$ cat src/rtl/pe_writeback_pkg.sv
// Shared definitions for the PE write-back path: opcode codes, FSM states
// and the lane-mask helper that trims a beat to the active node length.
package pe_writeback_pkg;

  localparam int WB_P = 32;

  localparam logic [3:0] TYPE1FUN  = 4'd0;
  localparam logic [3:0] TYPE2FUN  = 4'd1;
  localparam logic [3:0] BOTTOMFUN = 4'd2;
  localparam logic [3:0] TYPE3FUN  = 4'd3;
  localparam logic [3:0] NOP_OP    = 4'hF;

  typedef enum logic [1:0] {
    ST_IDLE  = 2'd0,
    ST_WRITE = 2'd1,
    ST_STALL = 2'd2
  } wb_state_e;

  // TYPE1/TYPE2 beats carry half a node per half-beat, so they keep I_Nv/2
  // lanes; lanes at or beyond WB_P are never set, which clamps to WB_P.
  function automatic logic [WB_P-1:0] lane_mask(input logic [10:0] i_nv,
                                                input logic [3:0]  op);
    logic [10:0] keep;
    lane_mask = '0;
    keep = (op == TYPE1FUN || op == TYPE2FUN) ? {1'b0, i_nv[10:1]} : i_nv;
    for (int i = 0; i < WB_P; i++) begin
      lane_mask[i] = (11'(i) < keep);
    end
  endfunction

endpackage

$ cat src/rtl/pe_writeback_fifo2.sv
// wb_fifo2: two-entry FIFO holding pending storage writes.
// Head is presented combinationally; push while full is honoured only with a pop.
module wb_fifo2 #(
  parameter int W = 8
) (
  input  logic         clk,
  input  logic         rst,
  input  logic         push,
  input  logic         pop,
  input  logic [W-1:0] din,
  output logic [W-1:0] dout,
  output logic [1:0]   count
);

  logic [W-1:0] mem_q [2];
  logic [W-1:0] mem_d [2];
  logic         rd_q, rd_d;
  logic         wr_q, wr_d;
  logic [1:0]   cnt_q, cnt_d;
  logic         do_push, do_pop;

  always_comb begin
    do_pop  = pop && (cnt_q != 2'd0);
    do_push = push && ((cnt_q != 2'd2) || do_pop);
    mem_d   = mem_q;
    rd_d    = rd_q;
    wr_d    = wr_q;
    cnt_d   = cnt_q;
    if (do_push) begin
      mem_d[wr_q] = din;
      wr_d        = ~wr_q;
    end
    if (do_pop) begin
      rd_d = ~rd_q;
    end
    case ({do_push, do_pop})
      2'b10:   cnt_d = cnt_q + 2'd1;
      2'b01:   cnt_d = cnt_q - 2'd1;
      default: cnt_d = cnt_q;
    endcase
  end

  always_ff @(posedge clk or posedge rst) begin
    if (rst) begin
      mem_q[0] <= '0;
      mem_q[1] <= '0;
      rd_q     <= 1'b0;
      wr_q     <= 1'b0;
      cnt_q    <= 2'd0;
    end else begin
      mem_q <= mem_d;
      rd_q  <= rd_d;
      wr_q  <= wr_d;
      cnt_q <= cnt_d;
    end
  end

  assign dout  = mem_q[rd_q];
  assign count = cnt_q;

endmodule

$ cat src/rtl/pe_writeback.sv
// PE write-back: masks each accepted beat, queues it, and issues alpha/beta writes.
// Optional WB_STALL_CNT_EN adds a saturating stall_cnt output.
module pe_writeback
  import pe_writeback_pkg::*;
#(
  parameter int P      = WB_P,
  parameter int Q      = 6,
  parameter int ADDR_W = 8
) (
  input  logic                clk,
  input  logic                rst,
  input  logic                pe_valid,
  input  logic [2*P*Q-1:0]    pe_o,
  input  logic [3:0]          opcode,
  input  logic [10:0]         I_Nv,
  input  logic [ADDR_W-1:0]   wr_addr,
  input  logic                mem_ready,
  output logic                in_ready,
  output logic                alpha_we,
  output logic                beta_we,
  output logic [ADDR_W-1:0]   mem_addr,
  output logic [2*P*Q-1:0]    mem_wdata,
  output logic [2*P*Q-1:0]    pe_o_before,
  output logic [3:0]          opcode_before,
  output logic [3:0]          opcode_delay,
  output logic                busy,
  output logic [1:0]          state_dbg
`ifdef WB_STALL_CNT_EN
  , output logic [15:0]       stall_cnt
`endif
);

  localparam int DW = 2 * P * Q;
  localparam int EW = ADDR_W + 2 + DW;

  wb_state_e      state_q, state_d;
  logic [DW-1:0]  pe_o_before_q, pe_o_before_d;
  logic [3:0]     opcode_before_q, opcode_before_d;
  logic [3:0]     opcode_delay_q, opcode_delay_d;

  logic [WB_P-1:0] mask;
  logic [DW-1:0]   masked;
  logic            is_alpha, is_beta, accept, push, pop, pending;
  logic [EW-1:0]   head;
  logic [1:0]      fifo_count;

  assign is_alpha = (opcode == TYPE1FUN) || (opcode == TYPE2FUN);
  assign is_beta  = (opcode == BOTTOMFUN) || (opcode == TYPE3FUN);
  assign pending  = (state_q != ST_IDLE);
  assign pop      = pending && mem_ready;
  assign in_ready = (fifo_count != 2'd2) || pop;
  assign accept   = pe_valid && in_ready;
  // Opcodes outside the four PE functions update history but never occupy the buffer.
  assign push     = accept && (is_alpha || is_beta);
  assign mask     = lane_mask(I_Nv, opcode);

  always_comb begin
    masked = pe_o;
    for (int h = 0; h < 2; h++) begin
      for (int i = 0; i < P; i++) begin
        if (!mask[i]) masked[h*P*Q + i*Q +: Q] = '0;
      end
    end
  end

  wb_fifo2 #(.W(EW)) u_fifo (
    .clk   (clk),
    .rst   (rst),
    .push  (push),
    .pop   (pop),
    .din   ({is_alpha, is_beta, wr_addr, masked}),
    .dout  (head),
    .count (fifo_count)
  );

  // A pop in STALL completes the held write, so the exit target depends on occupancy.
  always_comb begin
    state_d = state_q;
    unique case (state_q)
      ST_IDLE: begin
        if (push) state_d = ST_WRITE;
      end
      ST_WRITE, ST_STALL: begin
        if (!mem_ready)                          state_d = ST_STALL;
        else if (fifo_count == 2'd1 && !push)    state_d = ST_IDLE;
        else                                     state_d = ST_WRITE;
      end
      default: state_d = ST_IDLE;
    endcase
  end

  always_comb begin
    pe_o_before_d   = pe_o_before_q;
    opcode_before_d = opcode_before_q;
    opcode_delay_d  = opcode_delay_q;
    if (accept) begin
      pe_o_before_d   = pe_o;
      opcode_before_d = opcode;
      opcode_delay_d  = opcode_before_q;
    end
  end

  always_ff @(posedge clk or posedge rst) begin
    if (rst) begin
      state_q         <= ST_IDLE;
      pe_o_before_q   <= '0;
      opcode_before_q <= NOP_OP;
      opcode_delay_q  <= NOP_OP;
    end else begin
      state_q         <= state_d;
      pe_o_before_q   <= pe_o_before_d;
      opcode_before_q <= opcode_before_d;
      opcode_delay_q  <= opcode_delay_d;
    end
  end

  assign alpha_we      = pending && head[EW-1];
  assign beta_we       = pending && head[EW-2];
  assign mem_addr      = pending ? head[DW +: ADDR_W] : '0;
  assign mem_wdata     = pending ? head[DW-1:0] : '0;
  assign pe_o_before   = pe_o_before_q;
  assign opcode_before = opcode_before_q;
  assign opcode_delay  = opcode_delay_q;
  assign busy          = (fifo_count != 2'd0);
  assign state_dbg     = state_q;

`ifdef WB_STALL_CNT_EN
  logic [15:0] stall_cnt_q, stall_cnt_d;

  always_comb begin
    stall_cnt_d = stall_cnt_q;
    if (state_q == ST_STALL && !mem_ready && stall_cnt_q != 16'hFFFF) begin
      stall_cnt_d = stall_cnt_q + 16'd1;
    end
  end

  always_ff @(posedge clk or posedge rst) begin
    if (rst) stall_cnt_q <= '0;
    else     stall_cnt_q <= stall_cnt_d;
  end

  assign stall_cnt = stall_cnt_q;
`endif

  // Upstream must respect in_ready; a beat offered while full would be lost.
  a_no_drop: assert property (@(posedge clk) disable iff (rst) !(pe_valid && !in_ready));

endmodule

$ cat config.mk
export PLATFORM = sky130hd
export DESIGN_NAME = pe_writeback
export DESIGN_NICKNAME = d
export VERILOG_FILES = /design/src/rtl/pe_writeback_pkg.sv /design/src/rtl/pe_writeback_fifo2.sv /design/src/rtl/pe_writeback.sv
export SDC_FILE = /design/constraint.sdc
export NUM_CORES = 2
export LEC_CHECK = 0
export CAP_MARGIN = 30
export CORE_AREA = 3 3 467 469
export CTS_CLUSTER_SIZE = 24
export DETAILED_ROUTE_END_ITERATION = 8
export DIE_AREA = 0 0 470 472
export MAX_ROUTING_LAYER = met4
export SLEW_MARGIN = 25
export SYNTH_ARGS = -nofsm -noshare
export SYNTH_HDL_FRONTEND = slang
export SYNTH_SLANG_ARGS = --single-unit
$ cat constraint.sdc
create_clock -name clk -period 43.8 [get_ports clk]
set_clock_uncertainty 0.1 [all_clocks]
set_input_delay 6.57 -clock clk [delete_from_list [all_inputs] [get_ports clk]]
set_output_delay 6.57 -clock clk [all_outputs]
set_load 0.02 [all_outputs]
==> run summary <==
Syn_nets - 5,239
I/O pin count - 1,201
Final Hold Viols - 0
Wirelength per Cell - 23.8 um
Ratio of cells with drive above 1 in the final layout - 12.5%
Final WL - 211 mm
Final global-route overflow total - 0
1st-iter DRT viols - 3,001
Worst slack, placed - 28,960 ps
Peak Freq - 67.4 MHz
Synth area leaders - dfrtp_1, mux2_2, nand2_1, mux2i_1, o21ai_0
First-pass GRT wire length - 300 mm
Data required time of the worst path - 37,130 ps
Post-synth top area cell - dfrtp_1
Synth async-reset ratio - 100%
Drt drc - 0
R2R Path Start - state_dbg[0]
Critical path's slowest cell - clkdlybuf4s50_1
Via count - 40,800
# port buffers - 1,200
GRT Overall Usage - 19.0%
Layout area overhead - 39.4%
Largest net degree at the start of global routing - 163
Final setup violation count - 0
Critical path origin - mem_ready
Setup_tns - 0 ps
Post-synthesis sequential area ratio - 58.7%
Syn Std Cell Area - 50,600 um^2
Cells after Synth - 4,822
CTS Sinks - 1,186
Worst Max-Slew Pin Slew - 1040 ps
Syn_area_per_cell - 10.5 um^2
Worst-path clk slew - 60 ps
Final HPWL from detailed placement - 156 mm
Hold Crit Class - flop to flop
Most common cell on crit path - clkdlybuf4s50_1
Max cap viols - 0
Reg2Reg Setup Slack - 39,350 ps
RSZ-0062 raised after global routing - no
Die footprint - 222,000 um^2
CTS tree - built
Vias per cell - 4.60
Commonest cells post-synth - dfrtp_1, nand2_1, o21ai_0, nor2_1, mux2i_1
Outcome - completed
Post-Synth Adder-Cell Area - 0.148%
CP max stage delay - 630 ps
Clock root buffer - clkbuf_16
Worst r2r path cells - 11
Final worst slack - 28,960 ps
Site row count - 170
Peak supply drop - 0.0426 mV
H-Tree Depth - 4
FILL cells - 21,800
Leakage - 31.3 nW
Hold Path Depth - 2
Cts hold-fix bufs - 0
Overall power - 5.38 mW
Synth Area in Compound Gates - 9.05%
CP Cell Sequence - clkdlybuf4s50_1, nand2b_1, nand2_1, clkdlybuf4s50_1
Number of flops mapped to enable cells by yosys - 0
Mux cell area share after synthesis - 16.6%
Netlist cell types - 57
GP Congestion - 0.872
Post-synthesis xor/xnor area fraction - 0.0519%
Vias in the first global route - 40,900
Die height - 472 um
Post-CTS Setup Repair Bufs - 0
Crit path kind - input port to primary output
CTS max path bufs - 3
Post-synth top area share - 58.3%
Largest family of logic cells by synthesized area - multiplexers
Core region area - 214,000 um^2
Fin crit share - 33.9%
PwrDens - 76.2 nW/um^2
Simple-gate share of the synthesized area - 12.5%
DR pass1 iterations - 6
Startpoint Class - input port
Layout Nets - 6,312
Initial Utilization - 23.6%
Reg2reg end - u_fifo.mem_q[162]
Minimum clock period after layout - 14,840 ps
Antenna violations before repair - 46
Remaining antenna violation count - 0
Count leader, synth - dfrtp_1
Top_reg_cell synth - dfrtp_1
Placed insts - 8,584
Critical Path Sink Type - primary output
Die Wd - 470 um
Count of warnings emitted by yosys - 0
Yosys reg bits - 1,186
Slew Limit Fails - 0
CTS resizes - 0
Crit-path max FO - 5
Fin cells - 8,877
Clk_lat worst skew - 780 ps
Hold-critical path endpoint - u_fifo.mem_q[781]
HP Start - u_fifo.mem_q[781]
Number of CTS-inserted buffers - 140
Worst path arrival time - 8170 ps
Rel. slew slack - 30.9%
kinds of logic (layout without fill, tap and decap cells):
group | count (synthesis) | after routing
xor gates and xnor gates | 3 | 3
AOI/OAI and AO/OA | 825 | 825
DFF | 1186 | 1186
adders and majority gates | 6 | 6
muxes | 788 | 788
other | 0 | 31
buffers and inverters | 367 | 1553
and+or+nand+nor | 1647 | 1647
flip-flops by register name, indices dropped and copies added (netlist names):
register,count
opcode_before,4
pe_o_before,384
state_dbg,2
u_fifo.count,2
u_fifo.mem_q,788
u_fifo.rd_q,1
u_fifo.wr_q,1
opcode_delay,4
report_power, final:
part           leakage, nW  internal (mW)  switching (mW)
registers             14.5           1.55           0.248
logic                 14.4           1.03            1.35
clock network         2.31          0.705           0.494
total                 31.3           3.29            2.09
cell type report:
cell class                      instances  area [um^2]  area share (%)
Antenna cell                           31         77.6           0.110
Clock buffer                          212         4140            5.86
Clock inverter                         43          576           0.816
Inverter                               11         48.8          0.0692
Multi-Input combinational cell       3269        19500            27.7
Sequential cell                      1186        29700            42.1
Tap cell                             2838         3550            5.03
Timing Repair Buffer                 1287        12900            18.3
layout by cell type (no fill, tap or decap), types with 5 or more instances in the layout:
| cell | netlist | routed |
|---|---|---|
| bufinv_16 | 0 | 8 |
| o21ai_0 | 518 | 516 |
| clkbuf_16 | 0 | 142 |
| clkinv_2 | 0 | 13 |
| nand2_1 | 1174 | 1172 |
| mux2_2 | 392 | 392 |
| clkbuf_1 | 243 | 38 |
| dfstp_2 | 8 | 8 |
| a21oi_1 | 180 | 180 |
| inv_1 | 11 | 10 |
| nor2_1 | 416 | 408 |
| inv_6 | 0 | 9 |
| nand3_1 | 7 | 7 |
| clkbuf_8 | 0 | 32 |
| a22o_1 | 96 | 96 |
| buf_16 | 0 | 8 |
| mux2i_1 | 396 | 396 |
| clkdlybuf4s50_1 | 0 | 1200 |
| nor2_2 | 12 | 18 |
| diode_2 | 0 | 31 |
| buf_4 | 11 | 68 |
| ha_1 | 6 | 5 |
| dfrtp_1 | 1178 | 1177 |
| a31oi_1 | 7 | 7 |
| buf_12 | 0 | 6 |
per-layer routing:
layer	routed length, um	track usage (%)	part of all wire (%)	vias to the layer above
met2	98200	29.4	46	1560
li1	-	-	-	18400
met4	7450	7.25	3.5	0
met3	17900	6.17	8.5	286
met1	87800	23.0	42	20600
met5	0	-	0	-
critical path: cells and delay by family:
kind,cells,cell delay (ps)
simple gates,2,380
buf+inv,2,1210
stage by stage:
stage / cell area [um^2] / util [%] / hold slack, ps
after floorplan: 50600 / - / 345
after global placement: 65400 / 30.5 / 360
after detailed placement: 65600 / 30.6 / 361
after CTS: 70300 / 32.8 / 376
after global routing: 70500 / 32.9 / 396
final: 70500 / 32.9 / 371
how the worst max path moves through the flow:
| stage | end | slack [ps] | cells after the start |
|---|---|---|---|
| floorplan | pe_o_before[0] | 3730 | 1 |
| global placement | in_ready | 28900 | 4 |
| detailed placement | in_ready | 28960 | 4 |
| CTS | in_ready | 28950 | 4 |
| global route | in_ready | 28940 | 4 |
| finish | in_ready | 28960 | 4 |
Note: power is estimated with default switching activity, not from simulation.
